<file path="src/rtl/mw_writeback.sv">
// M/W pipeline register with the write-back data path.
// Latches the M-stage results each cycle, extends load data and selects the GRF write data.
module mw_writeback (
  input  logic        clk,
  input  logic        reset,
  input  logic        Req,
  input  logic [31:0] INSTR_M,
  input  logic [31:0] PC_M,
  input  logic [4:0]  A3_M,
  input  logic [31:0] ALU_M,
  input  logic [31:0] DMRD_M,
  input  logic [31:0] HILO_M,
  input  logic [31:0] CP0RD_M,
  input  logic        RFWr_W,
  input  logic [2:0]  RSel_W,
  output logic [31:0] INSTR_W,
  output logic [31:0] PC_W,
  output logic [4:0]  A3_W,
  output logic [31:0] WD_W,
  output logic        WE_W
);

  localparam int unsigned DW = 32;
  localparam int unsigned RW = 5;
  localparam int unsigned OW = 6;

  localparam logic [DW-1:0] RESET_PC  = 32'h0000_3000;
  localparam logic [DW-1:0] LINK_OFS  = 32'd8;

  localparam logic [OW-1:0] OP_LW = 6'b100011;
  localparam logic [OW-1:0] OP_LH = 6'b100001;
  localparam logic [OW-1:0] OP_LB = 6'b100000;

  localparam logic [2:0] SEL_ALU  = 3'b000;
  localparam logic [2:0] SEL_LOAD = 3'b001;
  localparam logic [2:0] SEL_LINK = 3'b010;
  localparam logic [2:0] SEL_HILO = 3'b011;
  localparam logic [2:0] SEL_CP0  = 3'b100;

  logic [DW-1:0] alu_q;
  logic [DW-1:0] dmrd_q;
  logic [DW-1:0] hilo_q;
  logic [DW-1:0] cp0rd_q;

  logic [OW-1:0] opcode;
  logic [15:0]   half_sel;
  logic [7:0]    byte_sel;
  logic [DW-1:0] load_data;

  // Pipeline register: always advances; a flush turns the slot into a bubble but keeps the PC.
  always_ff @(posedge clk or posedge reset) begin
    if (reset) begin
      INSTR_W <= '0;
      PC_W    <= RESET_PC;
      A3_W    <= '0;
      alu_q   <= '0;
      dmrd_q  <= '0;
      hilo_q  <= '0;
      cp0rd_q <= '0;
    end else if (Req) begin
      INSTR_W <= '0;
      PC_W    <= PC_M;
      A3_W    <= '0;
      alu_q   <= '0;
      dmrd_q  <= '0;
      hilo_q  <= '0;
      cp0rd_q <= '0;
    end else begin
      INSTR_W <= INSTR_M;
      PC_W    <= PC_M;
      A3_W    <= RW'(A3_M);
      alu_q   <= ALU_M;
      dmrd_q  <= DMRD_M;
      hilo_q  <= HILO_M;
      cp0rd_q <= CP0RD_M;
    end
  end

  assign opcode = INSTR_W[31:26];

  // Pick the addressed halfword (addr[0] ignored) and byte out of the aligned word.
  always_comb begin
    half_sel = dmrd_q[15:0];
    byte_sel = dmrd_q[7:0];
    if (alu_q[1]) begin
      half_sel = dmrd_q[31:16];
    end
    case (alu_q[1:0])
      2'b00:   byte_sel = dmrd_q[7:0];
      2'b01:   byte_sel = dmrd_q[15:8];
      2'b10:   byte_sel = dmrd_q[23:16];
      default: byte_sel = dmrd_q[31:24];
    endcase
  end

  // Sign-extend sub-word loads; everything else passes the whole word.
  always_comb begin
    load_data = dmrd_q;
    case (opcode)
      OP_LW:   load_data = dmrd_q;
      OP_LH:   load_data = {{16{half_sel[15]}}, half_sel};
      OP_LB:   load_data = {{24{byte_sel[7]}}, byte_sel};
      default: load_data = dmrd_q;
    endcase
  end

  // Write-data mux; link address wraps naturally in 32 bits.
  always_comb begin
    WD_W = '0;
    case (RSel_W)
      SEL_ALU:  WD_W = alu_q;
      SEL_LOAD: WD_W = load_data;
      SEL_LINK: WD_W = DW'(PC_W + LINK_OFS);
      SEL_HILO: WD_W = hilo_q;
      SEL_CP0:  WD_W = cp0rd_q;
      default:  WD_W = '0;
    endcase
  end

  // $0 is hard-wired, so never enable a write to it.
  assign WE_W = RFWr_W & (A3_W != '0);

endmodule

</file>
<file path="config.mk">
export PLATFORM = sky130hd
export DESIGN_NAME = mw_writeback
export DESIGN_NICKNAME = d
export VERILOG_FILES = /design/src/rtl/mw_writeback.sv
export SDC_FILE = /design/constraint.sdc
export NUM_CORES = 1
export LEC_CHECK = 0
export BUFFER_PORTS_ARGS = -buffer_cell sky130_fd_sc_hd__buf_2
export CAP_MARGIN = 20
export CORE_ASPECT_RATIO = 0.5
export CORE_UTILIZATION = 40
export CTS_CLUSTER_DIAMETER = 150
export DETAILED_ROUTE_END_ITERATION = 6
export MAX_ROUTING_LAYER = met4
export PLACE_DENSITY_LB_ADDON = 0.12
export REMOVE_ABC_BUFFERS = 1
export SLEW_MARGIN = 30
export SYNTH_ARGS = -nofsm -noshare
export SYNTH_HDL_FRONTEND = slang
export SYNTH_SLANG_ARGS = --single-unit
</file>
<file path="constraint.sdc">
create_clock -name clk -period 7 [get_ports clk]
set_input_delay 0.35 -clock clk [delete_from_list [all_inputs] [get_ports clk]]
set_output_delay 0.35 -clock clk [all_outputs]
set_load 0.02 [all_outputs]
</file>
==> metrics, run 1 <==
Sink Count=a little under 200; Synth Flop Type=dfrtp_1; Logic pwr share=0.129; Static Leak=just over 5 nW; final WL=around 25,000 um; Die Area=around 21,000 um2; #FFs+latches synth=just under 200; Net Sw Power=0.6481 mW; layout cells sized above 1=0.3560; core area=approximately 20,000 um2; clock period minus worst slack=around 3500 ps; CP cell instances=nor4_2 -> and2_1 -> nor2_1 -> a21oi_1 -> o211ai_1 -> buf_2; Max FO, Critical Path=22; startpoint type of the worst setup path=register; Initial Util=0.4164; cts bufs inserted=17; critical path's slowest cell=and2_1; drt first pass iters=4; row cnt=36; CP Capture Type=primary output; H-Tree Depth=4; first-pass GRT wire length=38,230 um; Clock transition at path regs=roughly 60 ps; Buffers on Ports=305; final hold slack=20.93 ps; leading area contributor after synthesis=dfrtp_1; Worst path max stage delay=roughly 730 ps; critical path class=register to primary output; Vias=6,640; Root Driver=clkbuf_16; power density over the cells=233.6 nW/um2; commonest cells after routing, fill and taps aside=304 x buf_2, 195 x dfrtp_1, 168 x nor2b_1, 42 x nor2_1, 37 x a21oi_1; Tcrit/Tclk final=0.5053; pre-CTS WS=roughly 3900 ps; share of the synthesized area in the top cell type=0.5913; type of the most critical hold path=input port to register; initial antenna violation count=4; WL/cell=roughly 19 um; Worst Hold Depth=1; Setup TNS=0 ps; Final nets=1,234; Syn Area/Cell=about 12 um2; post-synthesis cell count=approximately 700; CTS tree=yes; crit path buf inv count=1; GPL Wtd Cong=0.8843; Tot GR Track Use=0.2499; HPWL Detailed=approximately 18,000 um; commonest non-fill, non-tap cell in the layout=buf_2; Clk network pwr share=0.385; top-level I/O count=306; worst slew pin tran=roughly 1000 ps; Fin. Hold Viols=0; RSZ-0062 raised after global routing=false; distinct cell type count after synthesis=between 50 and 60; synth top area cells=dfrtp_1 59%, nor2b_1 13%, a22oi_1 2.7%; Req. time, crit path=6650 ps; Area Growth Syn to Fin=31.47%; Die W=205.1 um; grt ovf=0; internal power=1.887 mW; peak supply drop=around 0.16 mV; Final Max Tran Viols=0; die height=slightly above 100 um; Worst Slack Setup Final=between 3000 and 4000 ps; Detail Route Antenna Nets=0; Max Fclk=between 200 and 300 MHz; DRT iter0 DRCs=295; largest net degree at the start of global routing=roughly 130; critical path depth=6; DRC=0; critical path arrival=3190 ps; Worst slew margin=0.3173; switching share of power=0.2557; vias in the first global route=6,878; vias per cell=approximately 5.1; fraction of registers with async set/reset=1.000; Core Util, Final=0.5475; status=complete, no violations; final setup vio count=0; yosys warns=0; Seq pwr share=0.486; placed cell count=between 1,000 and 1,500; post-CTS sizing=0; max_cap viols=0; number of synthesized flops with an enable pin=0; Post-Layout Cell Count=~1,300; sequential element share of the synthesized area=0.5976; Mapped Area=8253 um2; CTS max path bufs=2; Top delay family on crit path=simple AND/OR/NAND/NOR gates
metrics by stage:
step | area [um2] | total power [mW]
final | 10850 | 2.535
after global routing | 10850 | 2.636
after detailed placement | 9948 | 1.567
after global placement | 9947 | 1.563
after floorplan | 8036 | 1.406
after CTS | 10730 | 2.551
layout make-up:
cell class	instances	area (um2)
clock inverters	9	102.6
well taps	266	332.8
clock buffers	23	478.0
diodes	4	10.01
repair buffers	338	1874
fillers	1809	8969
multi-input cells	470	3094
inverters	5	26.28
flip-flops and latches	197	4932
kinds of logic after synthesis:
| kind of cell | Yosys count | synth area share |
|---|---|---|
| xor+xnor | 27 | 0.02865 |
| compound gates | 123 | 0.09946 |
| flops | 197 | 0.5976 |
| simple gates | 298 | 0.2112 |
| buf+inv | 49 | 0.02850 |
| mux | 21 | 0.03305 |
| fa+ha+maj | 1 | 0.001516 |
power by group through the flow:
stage / registers [mW] / logic [mW] / clock network, mW
floorplan: 1.27 / 0.137 / 0
finish: 1.23 / 0.327 / 0.976
detailed placement: 1.25 / 0.315 / 0
CTS: 1.23 / 0.325 / 0.995
global route: 1.24 / 0.357 / 1.04
global placement: 1.25 / 0.312 / 0
registers in the layout, summed over array words and instances (netlist names):
signal / cells
A3_W: 5
PC_W: 32
cp0rd_q: 32
dmrd_q: 32
hilo_q: 32
alu_q: 32
INSTR_W: 32
per-layer routing:
layer,wire length [um],GRT usage,vias up
met1,11420,0.3337,3286
met2,11740,0.3721,260
met5,0,-,-
met3,1662,0.06702,27
met4,388,0.07513,0
li1,-,-,3067
worst paths after layout:
path                                        from                    end  slack, ps
worst max-delay path       INSTR_W[27]$_DFF_PP0_               WD_W[26]       3460
worst min-delay path                     PC_M[4]      PC_W[4]$_DFF_PP0_         20
max in group asynchronous                  reset     alu_q[7]$_DFF_PP0_       5670
min in group asynchronous                  reset  INSTR_W[18]$_DFF_PP0_        420
Yosys cell counts, types with 4 or more instances:
master and instances:
buf_2 11, o21ai_0 13, o211ai_1 16, and3_1 4, a21oi_1 37, a221oi_1 5
inv_1 5, nand2_1 19, a22oi_1 30, xor2_1 24, mux2i_1 10, nor2_1 43
o221ai_1 11, nand4_1 7, nor2b_1 168, dfrtp_1 195, mux4_2 4, clkbuf_1 25
and2_1 5, nand3_1 25, mux2_2 6, nor3_1 5
timing repair:
action / CTS / global route
setup buffers: 0 / 0
endpoints found under the hold margin: 20 / 40
hold buffers: 20 / 8
No activity file was read; power rests on OpenSTA's default activity.
==> inputs of run 2 (changes only) <==
==> constraint.sdc (replaced) <==
create_clock -name clk -period 2.9 [get_ports clk]
set_input_delay 0.145 -clock clk [delete_from_list [all_inputs] [get_ports clk]]
set_output_delay 0.145 -clock clk [all_outputs]
set_load 0.02 [all_outputs]
==> metrics, run 2 (synthesis gave the netlist of run 1 again) <==
Final Max Tran Viols=0 (unchanged); power density over the cells=495.4 nW/um2 (was 233.6 nW/um2); Max FO, Critical Path=7 (was 22); Vias=7,408 (was 6,640); critical path class=register to primary output (unchanged); drt first pass iters=5 (was 4); Worst Hold Depth=2 (was 1); Max Fclk=between 300 and 400 MHz; WL/cell=18.71 um (was 19.21 um); CTS tree=yes (unchanged); vias in the first global route=7,871 (was 6,878); worst slew pin tran=891.8 ps (was 1024 ps); top-level I/O count=306 (unchanged); final WL=27,880 um (was 25,210 um); fill count=1,606 (was 1,809); row cnt=36 (unchanged); Tot GR Track Use=0.2800 (was 0.2499); Req. time, crit path=2760 ps (was 6650 ps); Initial Util=0.4164 (unchanged); CTS max path bufs=2 (unchanged); Worst slew margin=0.4033 (was 0.3173); total power draw=6.249 mW (was 2.535 mW); Area Growth Syn to Fin=52.83% (was 31.47%); clock period minus worst slack=about 2700 ps; Setup TNS=0 ps (unchanged); first-pass GRT wire length=43,290 um (was 38,230 um); Fin. Hold Viols=0 (unchanged); Tcrit/Tclk final=0.9359; RSZ-0062 raised after global routing=false (unchanged); DRT iter0 DRCs=389 (was 295); layout cells sized above 1=0.3132 (was 0.3560); final hold slack=108.6 ps (was 20.93 ps); startpoint type of the worst setup path=register (unchanged); Buffers on Ports=305 (unchanged); H-Tree Depth=4 (unchanged); DRC=0 (unchanged); max_cap viols=0 (unchanged); cts bufs inserted=17 (unchanged); Clock transition at path regs=70 ps (was 60 ps); Root Driver=clkbuf_16 (unchanged); Sink Count=197 (unchanged); CP Capture Type=primary output (unchanged); core area=19,820 um2 (unchanged); Die W=205.1 um (unchanged); die height=103.6 um (unchanged); Final nets=1,415 (was 1,234); Detail Route Antenna Nets=0 (unchanged); peak supply drop=0.3571 mV (was 0.1561 mV); type of the most critical hold path=input port to register (unchanged); HPWL Detailed=18,170 um (was 17,870 um); critical path arrival=2570 ps (was 3190 ps); initial antenna violation count=1 (was 4); vias per cell=4.972 (was 5.061); commonest cells after routing, fill and taps aside=304 x buf_2, 198 x dlygate4sd3_1, 195 x dfrtp_1, 168 x nor2b_1, 42 x nor2_1 (was 304 x buf_2, 195 x dfrtp_1, 168 x nor2b_1, 42 x nor2_1, 37 x a21oi_1); Post-CTS Setup Repair Bufs=0 (unchanged); largest net degree at the start of global routing=166 (was 129); GPL Wtd Cong=0.8725 (was 0.8843); Static Leak=5.947 nW (was 5.192 nW); status=complete, no violations (unchanged); Die Area=21,250 um2 (unchanged); final setup vio count=0 (unchanged); commonest non-fill, non-tap cell in the layout=buf_2 (unchanged); grt ovf=0 (unchanged)
run 2: through the flow:
| stage | cell area, um2 | worst slack (ps) | std cells | utilization |
|---|---|---|---|---|
| after CTS | 12580 | 184.9 | 1488 | 0.6349 |
| after global routing | 12610 | 5.395 | 1490 | 0.6364 |
| after global placement | 10040 | 538.4 | 1258 | 0.5067 |
| after detailed placement | 10050 | 454.0 | 1258 | 0.5069 |
| final | 12610 | 186.0 | 1490 | 0.6364 |
| after floorplan | 8036 | -2611 | 672 | - |
run 2: power by group:
part	internal, mW	switching [mW]	total, mW
Combinational	0.494	0.507	1.00
Sequential	2.89	0.0848	2.97
Clock	1.20	1.07	2.28
run 2: layer usage:
| metal | routed length (um) | share of wire | up-vias | track usage |
|---|---|---|---|---|
| met1 | 12040 | 0.43 | 3667 | 0.3515 |
| met2 | 13610 | 0.49 | 261 | 0.4517 |
| met3 | 1717 | 0.062 | 41 | 0.06230 |
| met5 | 0 | 0 | - | - |
| met4 | 509 | 0.018 | 0 | 0.08730 |
| li1 | - | - | 3439 | - |
run 2: worst paths after layout:
| check | start | end | slack [ps] |
|---|---|---|---|
| worst max-delay path | PC_W[5]$_DFF_PP0_ | WD_W[10] | 190 |
| worst min-delay path | Req | INSTR_W[25]$_DFF_PP0_ | 110 |
| max in group asynchronous | reset | INSTR_W[30]$_DFF_PP0_ | 1530 |
| min in group asynchronous | reset | INSTR_W[15]$_DFF_PP0_ | 320 |
run 2: layout make-up:
type                            count  area, um2  share of cell area
Tap cell                          266      332.8             0.02639
Antenna cell                        1      2.502           0.0001984
Clock buffer                       20      446.7             0.03541
Timing Repair Buffer              519       3671              0.2910
Sequential cell                   197       4932              0.3910
Clock inverter                     12      107.6            0.008531
Inverter                            5      26.28            0.002083
Multi-Input combinational cell    470       3094              0.2453
run 2: worst max-delay path, stage by stage, from the launching register on:
cell      delay (ps)
dfrtp_1          480
nand3_1          440
nor2_1           430
xor2_1           110
a221oi_1         320
o21ai_0          160
buf_2            190
run 2: timing repair:
item                                    CTS  global route
endpoints found under the setup margin    4             0
hold endpoints to repair                293             0
hold buffers                            198             0
gates resized for setup                   1             0
